File: src/rtl/gauss_hblur_stream.sv
// Horizontal Gaussian blur over a multi-channel pixel stream with valid/ready flow control.
// Optional: define GAUSS_HBLUR_EDGE_REPLICATE_EN to replicate the first pixel of each line instead of zero padding.
module gauss_hblur_stream #(
   parameter int unsigned DATA_W     = 8,
   parameter int unsigned CHANNELS   = 3,
   parameter int unsigned TAPS       = 5,
   parameter int unsigned COEF_W     = 9,
   parameter logic [TAPS*COEF_W-1:0] KERNEL = {9'd1, 9'd4, 9'd6, 9'd4, 9'd1},
   parameter int unsigned COEF_SHIFT = 4
) (
   input  logic                       clk,
   input  logic                       rst_n,
   input  logic                       in_valid,
   output logic                       in_ready,
   input  logic [CHANNELS*DATA_W-1:0] in_data,
   input  logic                       in_sop,
   input  logic                       in_sol,
   output logic                       out_valid,
   input  logic                       out_ready,
   output logic [CHANNELS*DATA_W-1:0] out_data,
   output logic                       out_sop,
   output logic                       out_sol
);

   localparam int unsigned PIX_W = CHANNELS * DATA_W;
   localparam int unsigned ACC_W = DATA_W + COEF_W + $clog2(TAPS);
   localparam logic [ACC_W-1:0] RND = ACC_W'(1) << (COEF_SHIFT - 1);
   localparam logic [ACC_W-1:0] SAT = ACC_W'({DATA_W{1'b1}});

`ifdef GAUSS_HBLUR_EDGE_REPLICATE_EN
   localparam bit EDGE_REP = 1'b1;
`else
   localparam bit EDGE_REP = 1'b0;
`endif

   function automatic longint unsigned kernel_sum();
      longint unsigned s;
      s = 0;
      for (int i = 0; i < TAPS; i++) s += 64'(KERNEL[i*COEF_W +: COEF_W]);
      return s;
   endfunction

   // Reject kernels that cannot be normalised by a plain shift
   if ((TAPS % 2) == 0 || TAPS < 3 || TAPS > 13) begin : g_err_taps
      $error("gauss_hblur_stream: TAPS must be odd and within 3..13");
   end
   if (COEF_SHIFT == 0) begin : g_err_shift
      $error("gauss_hblur_stream: COEF_SHIFT must be non-zero");
   end
   if (kernel_sum() != (64'd1 << COEF_SHIFT)) begin : g_err_sum
      $error("gauss_hblur_stream: KERNEL sum must equal 2**COEF_SHIFT");
   end

   logic ce_c;
   logic accept_c;
   logic line_start_c;
   logic s1_v, s1_sop, s1_sol;
   logic s2_v, s2_sop, s2_sol;
   wire  [PIX_W-1:0] norm_all_c;

   assign ce_c         = !out_valid || out_ready;
   assign accept_c     = in_valid && ce_c;
   assign line_start_c = in_sol || in_sop;
   assign in_ready     = ce_c;

   for (genvar c = 0; c < CHANNELS; c++) begin : g_ch
      logic [DATA_W-1:0] pix_c;
      logic [DATA_W-1:0] win [TAPS];
      logic [ACC_W-1:0]  mac_c;
      logic [ACC_W-1:0]  sum_r;
      logic [ACC_W-1:0]  rnd_c;
      logic [DATA_W-1:0] norm_c;

      assign pix_c = in_data[c*DATA_W +: DATA_W];

      // Window: a line start flushes older taps so lines never mix
      always_ff @(posedge clk or negedge rst_n) begin
         if (!rst_n) begin
            for (int t = 0; t < TAPS; t++) win[t] <= '0;
         end else if (accept_c) begin
            win[0] <= pix_c;
            for (int t = 1; t < TAPS; t++)
               win[t] <= line_start_c ? (EDGE_REP ? pix_c : '0) : win[t-1];
         end
      end

      always_comb begin
         mac_c = '0;
         for (int t = 0; t < TAPS; t++)
            mac_c += ACC_W'(win[t]) * ACC_W'(KERNEL[t*COEF_W +: COEF_W]);
      end

      always_ff @(posedge clk or negedge rst_n) begin
         if (!rst_n)    sum_r <= '0;
         else if (ce_c) sum_r <= mac_c;
      end

      // Round-half-up then clamp to the pixel range
      always_comb begin
         rnd_c  = (sum_r + RND) >> COEF_SHIFT;
         norm_c = (rnd_c > SAT) ? SAT[DATA_W-1:0] : rnd_c[DATA_W-1:0];
      end

      assign norm_all_c[c*DATA_W +: DATA_W] = norm_c;
   end

   always_ff @(posedge clk or negedge rst_n) begin
      if (!rst_n) begin
         s1_v      <= 1'b0;
         s1_sop    <= 1'b0;
         s1_sol    <= 1'b0;
         s2_v      <= 1'b0;
         s2_sop    <= 1'b0;
         s2_sol    <= 1'b0;
         out_valid <= 1'b0;
         out_sop   <= 1'b0;
         out_sol   <= 1'b0;
         out_data  <= '0;
      end else if (ce_c) begin
         s1_v      <= accept_c;
         s1_sop    <= in_sop && accept_c;
         s1_sol    <= in_sol && accept_c;
         s2_v      <= s1_v;
         s2_sop    <= s1_sop;
         s2_sol    <= s1_sol;
         out_valid <= s2_v;
         out_sop   <= s2_sop;
         out_sol   <= s2_sol;
         out_data  <= norm_all_c;
      end
   end

endmodule
File: config.mk
export PLATFORM = sky130hd
export DESIGN_NAME = gauss_hblur_stream
export DESIGN_NICKNAME = d
export VERILOG_FILES = /design/src/rtl/gauss_hblur_stream.sv
export SDC_FILE = /design/constraint.sdc
export NUM_CORES = 1
export LEC_CHECK = 0
export BUFFER_PORTS_ARGS = -buffer_cell sky130_fd_sc_hd__buf_2
export CORE_ASPECT_RATIO = 0.5
export CORE_MARGIN = 8
export CORE_UTILIZATION = 45
export DETAILED_ROUTE_END_ITERATION = 7
export PLACE_DENSITY = 0.67
export SLEW_MARGIN = 20
export SYNTH_ARGS = -nofsm -noshare
export SYNTH_HDL_FRONTEND = slang
export SYNTH_SLANG_ARGS = --single-unit
export TNS_END_PERCENT = 50
File: constraint.sdc
create_clock -name clk -period 10.8 [get_ports clk]
set_input_delay 1.08 -clock clk [delete_from_list [all_inputs] [get_ports clk]]
set_output_delay 1.08 -clock clk [all_outputs]
set_load 0.01 [all_outputs]
==> impl_metrics.toml <==
[layout]
final_cell_mix = "nand2_1, dfrtp_1, o21ai_0"
utilization_pct = 50.8
top_regs = "g_ch.win: 120 flops, g_ch.sum_r: 30 flops, out_data: 24 flops"
largest_reg_flops = 120
top_register = "g_ch.win"
area.growth.synth_to_final_pct = 9.90
diodes = 0
nets = 1376
stdcell_count = 1548
drive_above_1_share_pct = 10.8
final_common_cell = "nand2_1"

[detailed_routing]
final_antenna_net_count = 0
drc = 0
wl_per_cell_um = 14.4
dr.pass1.iters = 5
num_vias = 7866
routed_wl_um = 22300
via_per_inst = 5.08
first_iter_violations = 502

[grt]
grt_pass1_vias = 7928
gr-total-overflow = 0
grt_pass1_wl_um = 38600
grt_max_degree = 127
antenna_found_initial = 0
grt_use_total_pct = 15.3

[clock_tree]
cts_resized = 0
cts_buffer_depth = 2
hold_buffers = 0
tritoncts = "yes"
clock_latency_ps = 440
root_buffer = "clkbuf_16"
cts_setup_buffers = 0
clkTransAtPathRegs_ps = 70
h-tree-depth = 4
cts.sinks = 183
numCtsBuffers = 17

[pwr]
p_leak_uw = 0.00595
vdd_drop_max_v = 0.0000943
power_density_nw_per_um2 = 189

[timing]
hold_viol = 0
max_freq_ghz = 0.206
slew_headroom_pct = 32.6
finClkSkew_ps = 8.97
maxSlewViolCount = 0
worst_pin_slew_ps = 1010
period_share_pct = 44.9
rsz0062_at_grt = "no"
setup_ws_ps = 5950
setup_violations = 0
period_needed_ps = 4850
setup_tns_ps = 0
whs_ps = 463

[placement]
io_buffers = 57
globalplace.congestion = 0.811
dpl_worst_slack_ps = 5980
dp_hpwl_um = 16000
dp.cells = 1516

[worst_hold_path]
min_path_type = "reg2reg"
hp-start = "s2_v"

[logic_synthesis]
async_reset_ff_share_pct = 100
synth_area_leader_cell = "dfrtp_1"
ys.flop_type = "dfrtp_1"
synth_nets = 1340
synth.ff_latch_count = 183
synth_edf_count = 0
synth_top_area_share_pct = 40.9
synthTopCellsByArea = "dfrtp_1, fa_1, ha_1, nand2_1, o21ai_0"
syn-cell-area_um2 = 11200
yosysSeqAreaShare_pct = 40.9
syn_avg_cell_area_um2 = 9.63
synth_warnings = 0
syn_inst = 1163
ys_types = 53

[setup_path]
critPathLaunch = "g_ch[2].win[16]"
critPathMaxStageDelay_ps = 510
worstPathArrival_ps = 5170
crit_fanout = 4
slowest_stage = "fa_1"
endpoint_kind = "flip-flop"
path_class = "reg2reg"
startpoint_type = "flip-flop"
reg2reg_from = "g_ch[2].win[16]"
cp_common_cell = "fa_1"
cp_top_family = "adder cells"
cp.required_ps = 11120
path_cells = "ha_1 -> inv_1 -> fa_1 -> nor2b_1 -> o21ai_0 -> a21boi_0 -> nor2_1 -> fa_1 -> fa_1 -> inv_1 -> fa_1 -> inv_1 -> ha_1 -> o21a_1 -> o31a_1 -> o21a_1 -> or3_1 -> a31o_1"
critPathBufInv = 3

[status]
status = "finished clean"

[die]
fp.dieH_um = 128
core_um2 = 24200
row_count = 40
die_w_um = 239
initial_utilization_pct = 46.2
io-pin-count = 58
die-area_um2 = 30500

[job]
cap_violations = 0
cells by family after synthesis:
logic type	Yosys count	synth area share [%]
and+or+nand+nor	382	14.2
AOI/OAI and AO/OA	239	12.7
DFF	183	40.9
adders and majority gates	147	21.0
buffers and inverters	144	5.32
xor gates and xnor gates	44	3.44
muxes	24	2.41
cell type report:
| class | count | area, µm² |
|---|---|---|
| Clock buffer | 21 | 470 |
| Clock inverter | 11 | 75.1 |
| Fill cell | 2236 | 11900 |
| Inverter | 99 | 374 |
| Multi-Input combinational cell | 836 | 6060 |
| Sequential cell | 183 | 4580 |
| Tap cell | 336 | 420 |
| Timing Repair Buffer | 62 | 335 |
cells in the mapped netlist (all sizes together), types with 3 or more instances:
| cell type | number |
|---|---|
| o21a | 6 |
| or3 | 3 |
| o21ai | 120 |
| a31oi | 4 |
| buf | 22 |
| nor2b | 5 |
| nor3b | 4 |
| and3 | 6 |
| inv | 99 |
| nand3 | 26 |
| o21bai | 6 |
| xor2 | 22 |
| clkbuf | 23 |
| nor4 | 4 |
| nor3 | 10 |
| nand2 | 252 |
| xnor2 | 22 |
| o31ai | 7 |
| mux2 | 24 |
| fa | 69 |
| nor2 | 58 |
| dfrtp | 183 |
| or2 | 3 |
| ha | 78 |
| a21o | 12 |
| nand4 | 4 |
| a21oi | 50 |
| o2111ai | 4 |
| a2111oi | 3 |
| a211oi | 10 |
report_power, final:
part	internal (µW)	switching [µW]
Sequential	829	139
Clock	312	271
Combinational	326	445
Total	1470	855
through the flow:
step	power [µW]	area (µm²)
finish	2320	12300
global route	2500	12300
CTS	2350	12300
detailed placement	1760	11800
global placement	1730	11800
floorplan	1520	11200
layer usage:
layer	share of wire (%)	up-vias	GRT usage, %
met2	48	90	25.0
met5	0	-	0
met3	2.2	18	2.83
met4	1.3	0	4.57
met1	48	3830	20.5
li1	-	3928	-
worst paths after layout:
check                           depth (start not counted)  slack, ps                to
worst max-delay path                                   18       5950  g_ch[2].sum_r[9]
worst min register to register                          1        460         out_valid
max in group asynchronous                               2       8890   g_ch[1].win[37]
worst max register to register                         18       5950  g_ch[2].sum_r[9]
worst min-delay path                                    1        460         out_valid
min in group asynchronous                               1        720    g_ch[1].win[6]
(Power assumes the default switching activity.)
